**src/rtl/pipeline_hazard_ctrl_pkg.sv**
```systemverilog
// Shared decode constants, FSM encoding and wait limit
// for the pipeline hazard controller.
package pipeline_hazard_ctrl_pkg;

    localparam logic [5:0] OP_RTYPE = 6'h00;
    localparam logic [5:0] OP_J     = 6'h02;
    localparam logic [5:0] OP_JAL   = 6'h03;
    localparam logic [5:0] OP_BEQ   = 6'h04;
    localparam logic [5:0] OP_BNE   = 6'h05;
    localparam logic [5:0] OP_LUI   = 6'h0f;
    localparam logic [5:0] OP_LW    = 6'h23;
    localparam logic [5:0] OP_SW    = 6'h2b;

    localparam logic [5:0] FUNCT_SLL  = 6'h00;
    localparam logic [5:0] FUNCT_SRL  = 6'h02;
    localparam logic [5:0] FUNCT_SRA  = 6'h03;
    localparam logic [5:0] FUNCT_JR   = 6'h08;
    localparam logic [5:0] FUNCT_JALR = 6'h09;

    localparam int WAIT_LIMIT = 15;

    typedef enum logic [1:0] {
        ST_RUN      = 2'd0,
        ST_JR_WAIT  = 2'd1,
        ST_MEM_WAIT = 2'd2
    } state_t;

endpackage

```
**src/rtl/pipeline_hazard_ctrl_hazard_detect.sv**
```systemverilog
// Combinational operand-usage decode and data-hazard detection
// for the instruction sitting in ID.
module hazard_detect
    import pipeline_hazard_ctrl_pkg::*;
(
    input  logic [5:0] id_opcode,
    input  logic [5:0] id_funct,
    input  logic [4:0] id_rs,
    input  logic [4:0] id_rt,
    input  logic       ex_mem_read,
    input  logic       ex_reg_write,
    input  logic [4:0] ex_wr,
    input  logic       mem_mem_read,
    input  logic [4:0] mem_wr,
    output logic       uses_rs,
    output logic       uses_rt,
    output logic       load_use,
    output logic       jr_stall1,
    output logic       jr_stall2,
    output logic       jump
);

    logic shift_imm;
    logic is_jr;
    logic ex_hits_rs;
    logic ex_hits_rt;
    logic mem_hits_rs;

    always_comb begin
        shift_imm = (id_opcode == OP_RTYPE)
                 && (id_funct == FUNCT_SLL
                  || id_funct == FUNCT_SRL
                  || id_funct == FUNCT_SRA);
        is_jr = (id_opcode == OP_RTYPE)
             && (id_funct == FUNCT_JR || id_funct == FUNCT_JALR);

        uses_rs = !(id_opcode == OP_J
                 || id_opcode == OP_JAL
                 || id_opcode == OP_LUI
                 || shift_imm);
        uses_rt = id_opcode == OP_RTYPE
               || id_opcode == OP_BEQ
               || id_opcode == OP_BNE
               || id_opcode == OP_SW;

        // $0 is hardwired, so a match on it is never a dependency
        ex_hits_rs  = (ex_wr != 5'd0) && (ex_wr == id_rs);
        ex_hits_rt  = (ex_wr != 5'd0) && (ex_wr == id_rt);
        mem_hits_rs = (mem_wr != 5'd0) && (mem_wr == id_rs);

        load_use = ex_mem_read
                && ((uses_rs && ex_hits_rs) || (uses_rt && ex_hits_rt));

        jr_stall2 = is_jr && ex_mem_read && ex_hits_rs;
        jr_stall1 = is_jr
                 && ((ex_reg_write && !ex_mem_read && ex_hits_rs)
                  || (mem_mem_read && mem_hits_rs));

        jump = id_opcode == OP_J || id_opcode == OP_JAL || is_jr;
    end

endmodule

```
**src/rtl/pipeline_hazard_ctrl.sv**
```systemverilog
// Pipeline hazard controller: freeze on memory wait, branch flush,
// load-use / jr stalls, jump flush, plus stall and flush counters.
module pipeline_hazard_ctrl #(
    parameter int WAIT_LIMIT = pipeline_hazard_ctrl_pkg::WAIT_LIMIT,
    parameter int CNT_W      = 16
) (
    input  logic             clk,
    input  logic             reset,
    input  logic [5:0]       id_opcode,
    input  logic [5:0]       id_funct,
    input  logic [4:0]       id_rs,
    input  logic [4:0]       id_rt,
    input  logic             ex_mem_read,
    input  logic             ex_reg_write,
    input  logic [4:0]       ex_wr,
    input  logic             mem_mem_read,
    input  logic [4:0]       mem_wr,
    input  logic             ex_branch_taken,
    input  logic             mem_req,
    input  logic             mem_ready,
    output logic             pc_write,
    output logic             if_id_write,
    output logic             id_ex_write,
    output logic             ex_mem_write,
    output logic             if_id_flush,
    output logic             id_ex_flush,
    output logic             mem_wb_flush,
    output logic             mem_timeout,
    output logic [CNT_W-1:0] stall_cnt,
    output logic [CNT_W-1:0] flush_cnt
);

    import pipeline_hazard_ctrl_pkg::*;

    localparam int WCW = $clog2(WAIT_LIMIT + 2);
    localparam logic [WCW-1:0] LIMIT = WCW'(WAIT_LIMIT);

    state_t         state;
    state_t         state_nx;
    state_t         ret;
    state_t         ret_nx;
    logic [WCW-1:0] wcnt;
    logic [WCW-1:0] wcnt_nx;
    logic           tmo_nx;

    logic uses_rs;
    logic uses_rt;
    logic load_use;
    logic jr_stall1;
    logic jr_stall2;
    logic jump;
    logic freeze;
    logic resume_jr;
    logic stall_req;

    hazard_detect u_hazard_detect (
        .id_opcode    (id_opcode),
        .id_funct     (id_funct),
        .id_rs        (id_rs),
        .id_rt        (id_rt),
        .ex_mem_read  (ex_mem_read),
        .ex_reg_write (ex_reg_write),
        .ex_wr        (ex_wr),
        .mem_mem_read (mem_mem_read),
        .mem_wr       (mem_wr),
        .uses_rs      (uses_rs),
        .uses_rt      (uses_rt),
        .load_use     (load_use),
        .jr_stall1    (jr_stall1),
        .jr_stall2    (jr_stall2),
        .jump         (jump)
    );

    always_comb begin
        freeze = (mem_req && !mem_ready)
              || (state == ST_MEM_WAIT && !mem_ready);
        // on the release cycle, behave as the state we are returning to
        resume_jr = (state == ST_MEM_WAIT) ? (ret == ST_JR_WAIT)
                                           : (state == ST_JR_WAIT);
        stall_req = load_use || jr_stall1 || jr_stall2;
    end

    always_comb begin
        pc_write     = 1'b1;
        if_id_write  = 1'b1;
        id_ex_write  = 1'b1;
        ex_mem_write = 1'b1;
        if_id_flush  = 1'b0;
        id_ex_flush  = 1'b0;
        mem_wb_flush = 1'b0;
        state_nx     = state;
        ret_nx       = ret;
        wcnt_nx      = wcnt;
        tmo_nx       = mem_timeout;

        if (reset) begin
            pc_write     = 1'b0;
            if_id_flush  = 1'b1;
            id_ex_flush  = 1'b1;
            mem_wb_flush = 1'b1;
        end else if (freeze) begin
            pc_write     = 1'b0;
            if_id_write  = 1'b0;
            id_ex_write  = 1'b0;
            ex_mem_write = 1'b0;
            mem_wb_flush = 1'b1;
            if (state != ST_MEM_WAIT) begin
                state_nx = ST_MEM_WAIT;
                ret_nx   = state;
                wcnt_nx  = WCW'(1);
            end else if (wcnt >= LIMIT) begin
                state_nx = ret;
                wcnt_nx  = '0;
                tmo_nx   = 1'b1;
            end else begin
                wcnt_nx = wcnt + WCW'(1);
            end
        end else begin
            if (state == ST_MEM_WAIT) begin
                state_nx = ret;
                wcnt_nx  = '0;
            end
            // EX holds a bubble during the jr wait, so branches are moot
            if (resume_jr) begin
                pc_write    = 1'b0;
                if_id_write = 1'b0;
                id_ex_flush = 1'b1;
                if (state == ST_JR_WAIT) state_nx = ST_RUN;
            end else if (ex_branch_taken) begin
                if_id_flush = 1'b1;
                id_ex_flush = 1'b1;
            end else if (stall_req) begin
                pc_write    = 1'b0;
                if_id_write = 1'b0;
                id_ex_flush = 1'b1;
                if (jr_stall2 && state == ST_RUN) state_nx = ST_JR_WAIT;
            end else if (jump) begin
                if_id_flush = 1'b1;
            end
        end
    end

    always_ff @(posedge clk) begin
        if (reset) begin
            state       <= ST_RUN;
            ret         <= ST_RUN;
            wcnt        <= '0;
            mem_timeout <= 1'b0;
            stall_cnt   <= '0;
            flush_cnt   <= '0;
        end else begin
            state       <= state_nx;
            ret         <= ret_nx;
            wcnt        <= wcnt_nx;
            mem_timeout <= tmo_nx;
            if (!pc_write && stall_cnt != '1)
                stall_cnt <= stall_cnt + CNT_W'(1);
            if (if_id_flush && flush_cnt != '1)
                flush_cnt <= flush_cnt + CNT_W'(1);
        end
    end

    a_lu_src: assert property (@(posedge clk) disable iff (reset)
        load_use |-> (uses_rs || uses_rt));

endmodule

```
**config.mk**
```make
export PLATFORM = sky130hd
export DESIGN_NAME = pipeline_hazard_ctrl
export DESIGN_NICKNAME = d
export VERILOG_FILES = /design/src/rtl/pipeline_hazard_ctrl_pkg.sv /design/src/rtl/pipeline_hazard_ctrl_hazard_detect.sv /design/src/rtl/pipeline_hazard_ctrl.sv
export SDC_FILE = /design/constraint.sdc
export NUM_CORES = 1
export LEC_CHECK = 0
export CAP_MARGIN = 10
export CORE_UTILIZATION = 30
export CTS_CLUSTER_SIZE = 25
export DETAILED_ROUTE_END_ITERATION = 10
export GPL_TIMING_DRIVEN = 0
export HOLD_SLACK_MARGIN = 0.08
export PLACE_DENSITY_LB_ADDON = 0.1
export SLEW_MARGIN = 20
export SYNTH_ARGS = -nofsm -noshare
export SYNTH_HDL_FRONTEND = slang
export SYNTH_HIERARCHICAL = 1
export SYNTH_SLANG_ARGS = --single-unit
```
**constraint.sdc**
```tcl
create_clock -name clk -period 3.7 [get_ports clk]
set_input_delay 0.74 -clock clk [delete_from_list [all_inputs] [get_ports clk]]
set_output_delay 0.74 -clock clk [all_outputs]
set_load 0.02 [all_outputs]
```
==> results.sh, run 1 <==
export IMPL_hold_buffers=0
export IMPL_hold_viol=0
export IMPL_cp_start_kind="input port"
export IMPL_grt_max_degree=14
export IMPL_crit_top_cell="nor2_4"
export IMPL_power_density_mw_per_mm2=268
export IMPL_clock_skew_ns=0.0122
export IMPL_ir_drop_mv=0.155
export IMPL_first_pass_iters=6
export IMPL_gr_total_overflow=0
export IMPL_switchingPower_w=0.000275
export IMPL_io_pins=80
export IMPL_slew_headroom=0.523
export IMPL_layout_drive_gt1_share=0.124
export IMPL_crit_slowest_cell="or3_4"
export IMPL_clk_pin_slew_ns=0.08
export IMPL_worstPathMaxFanout=3
export IMPL_p_leak_nw=1.26
export IMPL_clk_root_buffer_cell="clkbuf_8"
export IMPL_synth_async_reset_ratio=0
export IMPL_syn2layout_area_growth_pct=44.2
export IMPL_fin_crit_sh=0.961
export IMPL_port_buffers=78
export IMPL_hold_class="flop to flop"
export IMPL_rsz0062_at_grt="no"
export IMPL_vias_per_cell=5.24
export IMPL_hpwl_um=5150
export IMPL_clock_path_buffers=2
export IMPL_fp_dieW_um=93.6
export IMPL_p_int_w=0.000698
export IMPL_clock_power_share=0.329
export IMPL_drv_slew=0
export IMPL_numCtsBuffers=5
export IMPL_drt_iter0_drc=68
export IMPL_fillers=826
export IMPL_syn_area_mm2=0.00252
export IMPL_wire_per_inst_um=13.4
export IMPL_maxCapViolCount=0
export IMPL_path_class="input port to output pin"
export IMPL_synth_area_leaders="dfxtp_1 (33%), a21oi_1 (6.4%), xor2_1 (3.8%)"
export IMPL_cts_sinks=42
export IMPL_ys_ff_latch=42
export IMPL_wl_um=6800
export IMPL_crit_path_end_kind="output pin"
export IMPL_final_cell_mix="clkdlybuf4s50_1 (55), dfxtp_1 (42), a21oi_1 (31)"
export IMPL_initial_utilization=0.308
export IMPL_diodes=0
export IMPL_crit_chain="dlygate4sd2_1, nor4_2, nand3_1, o32a_1, a22o_1, nor3_4, nor2_4, or3_4, nor2_4, buf_6"
export IMPL_antenna_found_initial=0
export IMPL_ys_seq_area_frac=0.334
export IMPL_synth_ff_type="dfxtp_1"
export IMPL_synth_cells=312
export IMPL_final_common_cell="clkdlybuf4s50_1"
export IMPL_die_h_um=93.6
export IMPL_status="complete, no violations"
export IMPL_num_vias=2665
export IMPL_tritoncts="yes"
export IMPL_place_congestion=0.784
export IMPL_cp_arrival_ns=2.82
export IMPL_p_comb_frac=0.191
export IMPL_worstMarginPinSlew_ns=0.713
export IMPL_syn_nets=356
export IMPL_synth_edf_count=0
export IMPL_p_total_w=0.000974
export IMPL_num_rows=33
export IMPL_grt_pass1_wl_um=11300
export IMPL_grt_total_usage=0.161
export IMPL_drc_errors=0
export IMPL_synth_warnings=6
export IMPL_clk_insertion_delay_late_ns=0.30
export IMPL_nets=447
export IMPL_power_share_sequential=0.479
export IMPL_register_area_um2=841
export IMPL_synth_top_area_cell="dfxtp_1"
export IMPL_synth_area_per_cell_um2=8.07
export IMPL_setup_viol=0
export IMPL_fmax_mhz=281
export IMPL_min_period_ns=3.56
export IMPL_cpPeakStageDelay_ns=0.35
export IMPL_antenna_left=0
export IMPL_htreeDepth=2
export IMPL_grt_pass1_vias=2431
export IMPL_required_ns=2.96
export IMPL_synth_top_cell_area_share=0.334
export IMPL_synth_cell_types=56
export IMPL_multi_input_area_mm2=0.00166
export IMPL_swShare=0.283
export IMPL_fin_hold_ws_ns=0.491
export IMPL_dieArea_mm2=0.00877
export IMPL_core_mm2=0.00818
cell families after synthesis:
logic type      Yosys count  share of synthesized area
simple gates            141                      0.320
compound gates           82                      0.206
flops                    42                      0.334
buf+inv                  20                     0.0348
xor+xnor                 17                     0.0591
mux                       6                     0.0258
fa+ha+maj                 4                     0.0199
synth_stat cells (all sizes together) (5+ instances only):
master and n:
dfxtp 42, a21oi 35, nand2 23, nor2 21, o21ai 19, or3 14, nand3 12, nor3 12
xor2 11, or4 10, nand4 9, o31ai 9, inv 8, buf 7, and4 6, nand2b 6
nor2b 6, xnor2 6, and3 5, clkbuf 5, nor4 5
registers in the layout (all words and copies together) (netlist names):
name         count
flush_cnt       16
stall_cnt       16
wcnt             5
ret              2
state            2
mem_timeout      1
critical path: cells and delay by family:
family,cells,cell delay [ns]
AOI/OAI and AO/OA,2,0.55
buffers and inverters,2,0.39
and+or+nand+nor,6,1.14
per-layer routing:
metal,wire length [µm],GRT usage
met2,3290,0.270
met1,3260,0.208
met4,55,0.0487
met5,0,0
met3,194,0.0309
power groups by stage:
stage	combinational, W	sequential (W)	clock, W
after floorplan	0.0000865	0.000481	0
after global placement	0.000183	0.000478	0
after detailed placement	0.000183	0.000478	0
after CTS	0.000186	0.000467	0.000332
after global routing	0.000204	0.000468	0.000350
final	0.000186	0.000467	0.000321
final timing paths:
check	start	to	slack (ns)	cells past startpoint
max	id_opcode[0]	pc_write	0.14	10
min	mem_timeout	mem_timeout	0.49	2
max reg2reg	stall_cnt[0]	stall_cnt[1]	1.42	8
min reg2reg	mem_timeout	mem_timeout	0.49	2
layout make-up:
type,count,share of cell area
Buffer,12,0.0159
Clock buffer,6,0.0227
Inverter,8,0.00827
Tap cell,105,0.0362
Clock inverter,2,0.00345
Multi-Input combinational cell,250,0.456
Sequential cell,42,0.232
Timing Repair Buffer,84,0.226
repair_timing:
| item | 4_1_cts | 5_1_grt |
|---|---|---|
| gates resized for setup | 49 | 11 |
| buffers inserted | 6 | 0 |
| endpoints found under the hold margin | 0 | 0 |
| pin swaps | 10 | 8 |
| endpoints found under the setup margin | 5 | 14 |
metrics by stage:
step            util  worst slack, ns  area [µm²]  TNS (ns)  cells
3_5_place_dp   0.420           -0.801        3430     -7.20    495
4_1_cts        0.440          0.00205        3590         0    509
3_3_place_gp   0.420           -0.735        3430     -5.72    495
6_report       0.444            0.144        3630         0    509
2_1_floorplan      -            0.432        2520         0    312
5_1_grt        0.444          0.00105        3630         0    509
Note: power is estimated with default switching activity, not from simulation.
==> run 2, diff against run 1 <==
--- a/config.mk
+++ b/config.mk
@@ -12,6 +12,7 @@
 export GPL_TIMING_DRIVEN = 0
 export HOLD_SLACK_MARGIN = 0.08
 export PLACE_DENSITY_LB_ADDON = 0.1
+export SKIP_LAST_GASP = 1
 export SLEW_MARGIN = 20
 export SYNTH_ARGS = -nofsm -noshare
 export SYNTH_HDL_FRONTEND = slang
==> results of run 2 <==
No change in the layout: final DEF, timing and power equal those of run 1.
